## src/rtl/div_result_fixup.sv

```systemverilog
// rtl/div_result_fixup.sv - signed/zero/overflow fix-up and in-order completion buffer behind the radix-2 divider
// Optional DIV_FIXUP_STATS_EN adds saturating dbz_count/ovf_count pop counters.
module div_result_fixup #(
  parameter int WIDTH = 8,
  parameter int DEPTH = 4
) (
  input  logic               clk,
  input  logic               rst,
  input  logic               opn_valid,
  input  logic               sign,
  input  logic [WIDTH-1:0]   dividend,
  input  logic [WIDTH-1:0]   divisor,
  input  logic               res_valid,
  input  logic [2*WIDTH-1:0] div_result,
  output logic               issue_ok,
  output logic               out_valid,
  input  logic               out_ready,
  output logic [WIDTH-1:0]   quotient,
  output logic [WIDTH-1:0]   remainder,
  output logic               div_by_zero,
  output logic               overflow,
  output logic               err_spurious
`ifdef DIV_FIXUP_STATS_EN
  ,
  output logic [7:0]         dbz_count,
  output logic [7:0]         ovf_count
`endif
);

  localparam int PW = $clog2(DEPTH);
  localparam int CW = PW + 1;
  localparam logic [CW-1:0]    FULL    = CW'(DEPTH);
  localparam logic [PW-1:0]    PTR_ONE = PW'(1);
  localparam logic [WIDTH-1:0] ONE     = WIDTH'(1);
  localparam logic [WIDTH-1:0] MIN_VAL = {1'b1, {(WIDTH-1){1'b0}}};

  typedef enum logic [1:0] {EMPTY, PENDING, DONE} entry_state_e;

  entry_state_e     ent_state [DEPTH];
  logic             ent_sign  [DEPTH];
  logic [WIDTH-1:0] ent_d     [DEPTH];
  logic [WIDTH-1:0] ent_v     [DEPTH];
  logic [WIDTH-1:0] ent_q     [DEPTH];
  logic [WIDTH-1:0] ent_r     [DEPTH];
  logic             ent_dbz   [DEPTH];
  logic             ent_ovf   [DEPTH];

  logic [PW-1:0]    wr_ptr, fill_ptr, rd_ptr;
  logic [CW-1:0]    count;
  logic [WIDTH-1:0] hold_q, hold_r;
  logic             hold_dbz, hold_ovf;

  logic             push, pop, fill_ok;
  logic             fs;
  logic [WIDTH-1:0] fd, fv, mq, mr, fq, fr;
  logic             fdbz, fovf;

  assign issue_ok  = (count != FULL);
  assign out_valid = (ent_state[rd_ptr] == DONE);
  assign push      = opn_valid && issue_ok;
  assign pop       = out_valid && out_ready;
  assign fill_ok   = (ent_state[fill_ptr] == PENDING);

  assign quotient    = out_valid ? ent_q[rd_ptr]   : hold_q;
  assign remainder   = out_valid ? ent_r[rd_ptr]   : hold_r;
  assign div_by_zero = out_valid ? ent_dbz[rd_ptr] : hold_dbz;
  assign overflow    = out_valid ? ent_ovf[rd_ptr] : hold_ovf;

  // The core only returns magnitudes; signs are reapplied from the snooped operands.
  always_comb begin
    fs   = ent_sign[fill_ptr];
    fd   = ent_d[fill_ptr];
    fv   = ent_v[fill_ptr];
    mq   = div_result[WIDTH-1:0];
    mr   = div_result[2*WIDTH-1:WIDTH];
    fq   = mq;
    fr   = mr;
    fdbz = 1'b0;
    fovf = 1'b0;
    if (fv == '0) begin
      fq   = '1;
      fr   = fd;
      fdbz = 1'b1;
    end else if (fs && fd == MIN_VAL && fv == '1) begin
      fq   = fd;
      fr   = '0;
      fovf = 1'b1;
    end else begin
      if (fs && (fd[WIDTH-1] ^ fv[WIDTH-1])) fq = ~mq + ONE;
      if (fs && fd[WIDTH-1])                 fr = ~mr + ONE;
    end
  end

  always_ff @(posedge clk or posedge rst) begin
    if (rst) begin
      wr_ptr       <= '0;
      fill_ptr     <= '0;
      rd_ptr       <= '0;
      count        <= '0;
      err_spurious <= 1'b0;
      hold_q       <= '0;
      hold_r       <= '0;
      hold_dbz     <= 1'b0;
      hold_ovf     <= 1'b0;
      for (int i = 0; i < DEPTH; i++) begin
        ent_state[i] <= EMPTY;
        ent_sign[i]  <= 1'b0;
        ent_d[i]     <= '0;
        ent_v[i]     <= '0;
        ent_q[i]     <= '0;
        ent_r[i]     <= '0;
        ent_dbz[i]   <= 1'b0;
        ent_ovf[i]   <= 1'b0;
      end
    end else begin
      if (push) begin
        ent_state[wr_ptr] <= PENDING;
        ent_sign[wr_ptr]  <= sign;
        ent_d[wr_ptr]     <= dividend;
        ent_v[wr_ptr]     <= divisor;
        wr_ptr            <= wr_ptr + PTR_ONE;
      end
      if (res_valid) begin
        if (fill_ok) begin
          ent_state[fill_ptr] <= DONE;
          ent_q[fill_ptr]     <= fq;
          ent_r[fill_ptr]     <= fr;
          ent_dbz[fill_ptr]   <= fdbz;
          ent_ovf[fill_ptr]   <= fovf;
          fill_ptr            <= fill_ptr + PTR_ONE;
        end else begin
          err_spurious <= 1'b1;
        end
      end
      if (pop) begin
        ent_state[rd_ptr] <= EMPTY;
        rd_ptr            <= rd_ptr + PTR_ONE;
      end
      count <= count + CW'(push) - CW'(pop);
      // Keep a copy of the head so the data outputs hold once it is popped.
      if (out_valid) begin
        hold_q   <= ent_q[rd_ptr];
        hold_r   <= ent_r[rd_ptr];
        hold_dbz <= ent_dbz[rd_ptr];
        hold_ovf <= ent_ovf[rd_ptr];
      end
    end
  end

`ifdef DIV_FIXUP_STATS_EN
  always_ff @(posedge clk or posedge rst) begin
    if (rst) begin
      dbz_count <= '0;
      ovf_count <= '0;
    end else if (pop) begin
      if (ent_dbz[rd_ptr] && dbz_count != 8'hFF) dbz_count <= dbz_count + 8'd1;
      if (ent_ovf[rd_ptr] && ovf_count != 8'hFF) ovf_count <= ovf_count + 8'd1;
    end
  end
`endif

endmodule

```

## config.mk

```make
export PLATFORM = sky130hd
export DESIGN_NAME = div_result_fixup
export DESIGN_NICKNAME = d
export VERILOG_FILES = /design/src/rtl/div_result_fixup.sv
export SDC_FILE = /design/constraint.sdc
export NUM_CORES = 1
export LEC_CHECK = 0
export BUFFER_PORTS_ARGS = -buffer_cell sky130_fd_sc_hd__buf_2
export CAP_MARGIN = 20
export CORE_MARGIN = 2
export CORE_UTILIZATION = 45
export DETAILED_ROUTE_END_ITERATION = 7
export PLACE_DENSITY = 0.6
export SLEW_MARGIN = 20
export SYNTH_ARGS = -nofsm -noshare
export SYNTH_HDL_FRONTEND = slang
export SYNTH_SLANG_ARGS = --single-unit
```

## constraint.sdc

```tcl
create_clock -name clk -period 7.23 [get_ports clk]
set_clock_uncertainty 0.15 [all_clocks]
set_input_delay 1.446 -clock clk [delete_from_list [all_inputs] [get_ports clk]]
set_output_delay 1.446 -clock clk [all_outputs]
set_load 0.03 [all_outputs]
```

==> impl_metrics.py, run 1 <==
metrics = {
    "clocking": {
        "cts_tree": "yes",
        "htree_levels": 4,
        "cts_buffer_depth": 2,
        "cts_hold_buf": 0,
        "cts.sink_count": 176,
        "clk_latency_ns": 0.42,
        "root_buffer": "clkbuf_16",
        "clkSlewWorstSetupHoldPaths_ns": 0.07,
        "cts_resized": 0,
        "cts_setup_buffers": 0,
        "numCtsBuffers": 17,
    },
    "power": {
        "p_int_uw": 3140,
        "comb_power_share_pct": 45.7,
        "p_clk_share_pct": 19.3,
        "p_leak_uw": 0.00417,
        "power.density_nw_per_um2": 521,
        "sw_frac_of_total_pct": 36.2,
        "vdd_drop_max_mv": 0.325,
        "seq_power_share_pct": 35.0,
        "p_sw_uw": 1780,
    },
    "min_path": {
        "hp-start": "err_spurious",
        "min_path_type": "reg2reg",
        "hold_path_depth": 1,
        "min_to": "err_spurious",
    },
    "detailed_routing": {
        "drtIter0Drc": 252,
        "drc": 0,
        "routed_wirelength_um": 16800,
        "routed-via-count": 4722,
        "avgViaCountPerCell": 5.55,
        "first_pass_iters": 4,
        "drtAntennaViolNets": 0,
        "wl_per_cell_um": 19.7,
    },
    "flow_run": {
        "maxCapViolCount": 0,
    },
    "sta": {
        "fmax_ghz": 0.246,
        "setup-tns-final_ns": 0,
        "worst_pin_slew_ns": 1.04,
        "rsz0062_at_grt": "no",
        "slew_viol_final": 0,
        "finalHoldViolations": 0,
        "min_period_ns": 4.06,
        "slew_headroom_pct": 30.5,
        "setup_viol": 0,
        "period_share_pct": 56.2,
    },
    "worst_setup_path": {
        "crit_fanout": 22,
        "r2r_cells": 6,
        "r2r-start": "fill_ptr[1]",
        "crit_slowest_cell": "buf_4",
        "r2r_slack_ns": 3.56,
        "worstPathArrival_ns": 2.47,
        "crit_type": "reg2out",
        "end_kind": "output pin",
        "max_stage_delay_ns": 0.40,
        "path_common_cell": "buf_4",
        "crit_path_start_kind": "flop",
        "timing.rr.end": "ent_r[18]",
        "cp_cell_sequence": "buf_4 > a31oi_1 > a21oi_2 > buf_4 > mux2_2 > buf_2",
        "startpoint": "rd_ptr[0]",
        "cp.required_ns": 5.63,
    },
    "synth": {
        "synth_area_leaders": "dfrtp_1 (53%), mux2_2 (22%), mux4_2 (7.3%)",
        "syn_nets": 603,
        "synth_top_area_share_pct": 53.2,
        "ys_warn_count": 0,
        "ys_seq_area_share_pct": 53.2,
        "yosysUniqueCellTypes": 47,
        "ys_ff_latch": 176,
        "synthCells": 548,
        "yosysTopAreaCell": "dfrtp_1",
        "avgSynthCellArea_um2": 15.1,
        "ys.flop_type": "dfrtp_1",
        "synth.cells.most_frequent": "dfrtp_1 (176), mux2_2 (159), mux4_2 (27), nand2_1 (24), inv_1 (20)",
        "synthArstFlopShare_pct": 100,
        "synth_most_common_cell": "dfrtp_1",
        "synth_area_um2": 8280,
        "synth-edff-count": 0,
    },
    "global_routing": {
        "antenna_found_initial": 2,
        "overflow": 0,
        "grt_start_max_net_pins": 111,
        "gr-usage-all-layers_pct": 18.3,
        "grt_pass1_vias": 5269,
        "grt_pass1_wl_um": 28000,
    },
    "floorplanning": {
        "core-area_um2": 18000,
        "start_util_pct": 45.9,
        "die_w_um": 140,
        "rows": 49,
        "die_h_um": 140,
        "ios": 59,
        "die_area_um2": 19500,
    },
    "placed_design": {
        "dp_cells": 816,
        "gp_congestion": 0.821,
        "dp_hpwl_um": 11000,
        "port_buffers": 58,
    },
    "finish": {
        "syn_to_final_growth_pct": 14.1,
        "instances_no_fill": 851,
        "nFillCells": 1537,
        "final_nets": 663,
        "drive_gt1_share_pct": 49.0,
    },
    "outcome": {
        "status": "complete, no violations",
    },
}
layer usage:
| layer | track usage (%) | share of wire, % | vias up |
|---|---|---|---|
| li1 | - | - | 2152 |
| met1 | 23.7 | 45 | 2474 |
| met2 | 31.3 | 50 | 82 |
| met3 | 4.61 | 3.6 | 12 |
| met4 | 4.21 | 1.1 | 2 |
| met5 | 0 | 0.078 | - |
placed cells by master (no fill, tap or decap), types with 8 or more instances in the layout:
cell and count:
ha_1 16, nand2_1 24, xnor2_1 12, mux2_2 159
dfrtp_1 176, o31ai_2 8, mux4_1 8, mux4_2 27
buf_2 58, nor2_1 8, inv_1 19, clkbuf_16 17
power groups by stage:
stage          sequential, µW  clock (µW)  combinational, µW
2_1_floorplan            1640           0               1800
3_3_place_gp             1700           0               2200
3_5_place_dp             1740           0               2270
4_1_cts                  1720         974               2270
5_1_grt                  1780        1020               2450
6_report                 1720         949               2250
critical path, delay by kind of cell (launching register included):
kind,cells,cell delay (ns)
buffers and inverters,3,0.88
multiplexers,1,0.38
AO/OA/AOI/OAI,2,0.43
flip-flops,1,0.34
final cells by class:
type                       count  area, µm²  area share [%]
clock inverter                13        176            1.87
clock buffer                  19        443            4.69
sequential                   176       4400            46.6
antenna                        1       2.50          0.0265
inverter                      20       80.1           0.848
timing repair buffer          66        390            4.13
multi-input combinational    327       3660            38.7
tap                          229        287            3.03
cells by family (layout without fill, tap and decap cells):
kind of cell    Yosys count  count (layout)  share of synthesized area [%]
other cells               0               1                              0
fa+ha+maj                17              17                           2.66
compound gates           39              39                           4.11
simple gates             58              58                           3.84
xor+xnor                 18              18                           1.90
buf+inv                  45             118                           2.63
mux                     195             195                           31.6
flops                   176             176                           53.2
flip-flops by register name, summed over array words and instances, names as in the netlist, 3 cells and up:
name and flops:
ent_dbz 4, ent_v 32, hold_r 8, ent_sign 4, count 3, ent_q 32, ent_state 8, ent_d 32
ent_ovf 4, hold_q 8, ent_r 32
stage by stage:
step / total power, µW / setup slack [ns] / utilization (%) / cell area [µm²] / hold slack, ns
after detailed placement: 4000 / 3.49 / 48.6 / 8760 / 0.314
after global routing: 5260 / 2.96 / 52.4 / 9440 / 0.340
after floorplan: 3440 / 0.860 / - / 8280 / 0.320
after CTS: 4970 / 3.08 / 52.1 / 9380 / 0.329
after global placement: 3910 / 3.53 / 48.6 / 8760 / 0.302
final: 4920 / 3.17 / 52.4 / 9440 / 0.324
worst max-delay path by stage:
stage,to,slack [ns],depth (start not counted)
after global placement,ent_q[27],3.53,6
after floorplan,count[0],0.86,1
after global routing,remainder[1],2.96,6
after CTS,quotient[1],3.08,6
final,quotient[5],3.17,6
after detailed placement,ent_q[29],3.49,6
Power figures use the tool's default switching activity.
==> inputs of run 2 (changes only) <==
clock period = 4.2 ns   (was 7.23 ns; I/O delays follow)
==> impl_metrics.py, run 2 (synthesis gave the netlist of run 1 again) <==
metrics = {
    "floorplanning": {
        "die_h_um": 140,
        "die_area_um2": 19500,
        "start_util_pct": 45.9,
        "rows": 49,
        "die_w_um": 140,
        "core-area_um2": 18000,
        "ios": 59,
    },
    "outcome": {
        "status": "complete, no violations",
    },
    "placed_design": {
        "dpl_cell_area_um2": 8840,
        "dp_hpwl_um": 11700,
        "port_buffers": 58,
        "gp_congestion": 0.739,
        "pre_cts_ws_ns": 0.796,
        "dp_cells": 823,
    },
    "power": {
        "seq_power_share_pct": 34.7,
        "p_clk_share_pct": 19.2,
        "comb_power_share_pct": 46.0,
        "vdd_drop_max_mv": 0.683,
        "p_leak_uw": 0.00417,
        "p_sw_uw": 3080,
        "p_int_uw": 5440,
        "sw_frac_of_total_pct": 36.1,
        "power.density_nw_per_um2": 900,
    },
    "finish": {
        "drive_gt1_share_pct": 49.0,
        "final_nets": 669,
        "instances_no_fill": 855,
        "syn_to_final_growth_pct": 14.3,
        "antennaDiodeCount": 0,
        "layout_common_cells": "dfrtp_1 (176), mux2_2 (159), buf_2 (58)",
        "final_area_um2": 9460,
        "final_common_cell": "dfrtp_1",
    },
    "detailed_routing": {
        "drtIter0Drc": 214,
        "avgViaCountPerCell": 5.61,
        "wl_per_cell_um": 20.7,
        "wl_met2_um": 9050,
        "routed-via-count": 4793,
        "routed_wirelength_um": 17700,
        "met3_length_um": 554,
        "first_pass_iters": 4,
        "drtAntennaViolNets": 0,
        "wl_met1_um": 7900,
        "highest_layer": "met4",
        "drc": 0,
    },
    "worst_setup_path": {
        "cp_cell_sequence": "inv_1 > and3_1 > a31oi_1 > a21oi_2 > buf_4 > mux2_2 > buf_2",
        "worstPathArrival_ns": 2.58,
        "cp.required_ns": 3.21,
        "crit_type": "reg2out",
        "timing.rr.end": "ent_r[0]",
        "crit_slowest_cell": "dfrtp_1",
        "r2r-start": "fill_ptr[0]",
        "crit_family": "buffers and inverters",
        "r2r_slack_ns": 0.77,
        "max_stage_delay_ns": 0.43,
        "crit_fanout": 14,
        "crit_path_start_kind": "flop",
        "end_kind": "output pin",
        "cp.buffers_inverters": 3,
        "r2r_cells": 7,
    },
    "clocking": {
        "cts_tree": "yes",
        "cts_setup_buffers": 0,
        "root_buffer": "clkbuf_16",
        "htree_levels": 4,
        "clk_latency_ns": 0.43,
        "cts_hold_buf": 0,
        "cts_resized": 0,
        "clkSlewWorstSetupHoldPaths_ns": 0.06,
        "cts.sink_count": 176,
        "numCtsBuffers": 17,
        "cts_buffer_depth": 2,
    },
    "global_routing": {
        "grt_pass1_vias": 5317,
        "grt_pass1_wl_um": 29200,
        "grt_start_max_net_pins": 77,
        "gr-usage-all-layers_pct": 19.4,
        "antenna_found_initial": 0,
        "overflow": 0,
    },
    "min_path": {
        "min_path_type": "in2async",
    },
    "sta": {
        "period_share_pct": 84.9,
        "slew_headroom_pct": 29.9,
        "setup-tns-final_ns": 0,
        "min_period_ns": 3.57,
        "slew_viol_final": 0,
        "worst_slack_ns": 0.634,
        "rsz0062_at_grt": "no",
        "setup_viol": 0,
        "fmax_ghz": 0.280,
        "finalHoldViolations": 0,
        "worst_pin_slew_ns": 1.05,
    },
    "flow_run": {
        "maxCapViolCount": 0,
    },
}
## run 2: cell types whose count changed in the layout (fill, tap and decap cells not counted), moves of 3 or more
cell        change
buf_12          +3
buf_4           +5
clkinv_2        +3
clkinv_4        -4
clkinvlp_4      +4
inv_6           -6
## run 2: stage by stage
step           hold slack [ns]  util [%]  power, µW
5_1_grt                  0.254      52.5       9070
6_report                 0.256      52.5       8520
2_1_floorplan            0.320         -       5920
3_5_place_dp             0.321      49.0       6970
3_3_place_gp             0.310      49.0       6780
4_1_cts                  0.336      52.4       8630
## run 2: metal layers
metal  vias to the layer above  track usage, %
li1                       2159               -
met1                      2533            25.8
met2                        84            32.8
met3                        17            4.20
met4                         0            4.79
met5                         -               0
## run 2: worst max-delay path by stage
stage                     cells past startpoint          end   startpoint
after floorplan                               6  quotient[5]    rd_ptr[0]
after global placement                        7     ent_r[3]  fill_ptr[0]
after detailed placement                      7     ent_r[0]  fill_ptr[0]
after CTS                                     7  quotient[6]    rd_ptr[0]
after global routing                          7  div_by_zero    rd_ptr[0]
final                                         7  quotient[6]    rd_ptr[0]
## run 2: worst register-to-register path: stages (launching register included)
cell and delay, ns:
dfrtp_1 0.54, buf_4 0.32, mux4_1 0.63, nor4_1 0.37, and2_1 0.72, nand2_1 0.24, o31ai_2 0.17, mux2_2 0.23
## run 2: power by group through the flow
stage          Clock [µW]  Sequential (µW)  Combinational (µW)
6_report             1640             2960                3920
5_1_grt              1740             3060                4270
4_1_cts              1670             2960                4000
3_5_place_dp            0             2980                3990
3_3_place_gp            0             2920                3860
2_1_floorplan           0             2820                3110
## run 2: area by class of cell
class / count / area, µm²
fill: 1558 / 8560
sequential: 176 / 4400
multi-input combinational: 327 / 3660
clock buffer: 20 / 437
timing repair buffer: 72 / 433
tap: 229 / 287
clock inverter: 11 / 165
inverter: 20 / 78.8
==> inputs of run 3 (changes only) <==
clock period = 3.7 ns   (was 4.2 ns; I/O delays follow)
==> impl_metrics.py, run 3 (synthesis gave the netlist of run 1 again) <==
metrics = {
    "sta": {
        "whs_ns": 0.315,
        "period_share_pct": 91.2,
        "fmax_ghz": 0.296,
        "finalHoldViolations": 0,
        "min_period_ns": 3.37,
        "setup_viol": 0,
        "setup-tns-final_ns": 0,
        "worst_pin_slew_ns": 1.02,
        "slew_headroom_pct": 31.9,
        "rsz0062_at_grt": "no",
        "slew_viol_final": 0,
    },
    "clocking": {
        "cts_buffer_depth": 2,
        "htree_levels": 4,
        "clkSlewWorstSetupHoldPaths_ns": 0.06,
        "clk_latency_ns": 0.42,
        "cts_tree": "yes",
        "numCtsBuffers": 17,
        "root_buffer": "clkbuf_16",
        "cts_resized": 0,
        "cts_setup_buffers": 0,
        "cts_hold_buf": 0,
        "cts.sink_count": 176,
    },
    "detailed_routing": {
        "drtIter0Drc": 198,
        "avgViaCountPerCell": 5.55,
        "routed_wirelength_um": 16900,
        "drtAntennaViolNets": 0,
        "routed-via-count": 4787,
        "first_pass_iters": 5,
        "drc": 0,
        "wl_per_cell_um": 19.7,
    },
    "placed_design": {
        "port_buffers": 58,
        "dpl_cell_area_um2": 8890,
        "gp_congestion": 0.775,
        "dp_cells": 830,
        "dp_hpwl_um": 11500,
    },
    "outcome": {
        "status": "complete, no violations",
    },
    "floorplanning": {
        "die_w_um": 140,
        "die_h_um": 140,
        "core-area_um2": 18000,
        "ios": 59,
        "die_area_um2": 19500,
        "rows": 49,
        "start_util_pct": 45.9,
    },
    "worst_setup_path": {
        "crit_type": "reg2reg",
        "crit_path_start_kind": "flop",
        "crit_slowest_cell": "dfrtp_1",
        "max_stage_delay_ns": 0.71,
        "cp_cell_sequence": "buf_4 > mux4_2 > nand2_1 > nor4_2 > nor4b_4 > buf_4 > or3_1 > mux2_2",
        "r2r_cells": 8,
        "worstPathArrival_ns": 3.52,
        "end_kind": "flop",
        "path_common_cell": "buf_4",
        "cp.required_ns": 3.84,
        "crit_fanout": 20,
    },
    "finish": {
        "layout_common_cells": "dfrtp_1 (176), mux2_2 (159), buf_2 (58)",
        "nFillCells": 1556,
        "final_area_um2": 9490,
        "final_nets": 675,
        "drive_gt1_share_pct": 49.7,
        "final_common_cell": "dfrtp_1",
        "instances_no_fill": 862,
        "syn_to_final_growth_pct": 14.6,
    },
    "power": {
        "vdd_drop_max_mv": 0.670,
        "p_total_uw": 9620,
        "p_leak_uw": 0.00420,
        "power.density_nw_per_um2": 1010,
    },
    "global_routing": {
        "overflow": 0,
        "grt_start_max_net_pins": 63,
        "grt_pass1_vias": 5221,
        "gr-usage-all-layers_pct": 18.5,
        "antenna_found_initial": 0,
        "grt_pass1_wl_um": 28000,
    },
    "min_path": {
        "min_path_type": "in2async",
    },
    "flow_run": {
        "maxCapViolCount": 0,
    },
}
## run 3: per-stage QoR
step           utilization [%]  setup slack, ns
2_1_floorplan                -            0.215
3_3_place_gp              49.3            0.332
3_5_place_dp              49.3            0.309
4_1_cts                   52.6            0.292
5_1_grt                   52.6            0.117
6_report                  52.6            0.326
## run 3: per-layer routing
metal / GRT usage [%] / vias up / share of wire [%]
li1: - / 2177 / -
met3: 4.06 / 10 / 3.3
met5: 0 / - / 0
met2: 32.3 / 82 / 52
met4: 4.74 / 0 / 0.85
met1: 23.4 / 2518 / 44
## run 3: cell type report
class	count	area, µm²	share of cell area, %
clock buffer	23	488	5.14
timing repair buffer	78	465	4.91
antenna	1	2.50	0.0264
clock inverter	8	105	1.11
tap	229	287	3.02
sequential	176	4400	46.4
multi-input combinational	327	3660	38.6
inverter	20	78.8	0.831
## run 3: power breakdown
group          switching [µW]  internal, µW
Combinational            2240          2220
Clock                     720          1060
Sequential                495          2880
## run 3: worst max-delay path, delay by kind of cell (launching register included)
family	cells	cell delay [ns]
simple gates	4	0.96
mux	2	0.93
flops	1	0.71
buf+inv	2	0.48
## run 3: final timing paths
path	from	end	slack [ns]
worst max-delay path	fill_ptr[0]	ent_q[31]	0.33
worst min-delay path	rst	ent_v[9]	0.32
worst max register to register	fill_ptr[0]	ent_q[31]	0.33
worst min register to register	err_spurious	err_spurious	0.32
max in group asynchronous	rst	ent_d[31]	2.31
min in group clk	err_spurious	err_spurious	0.32
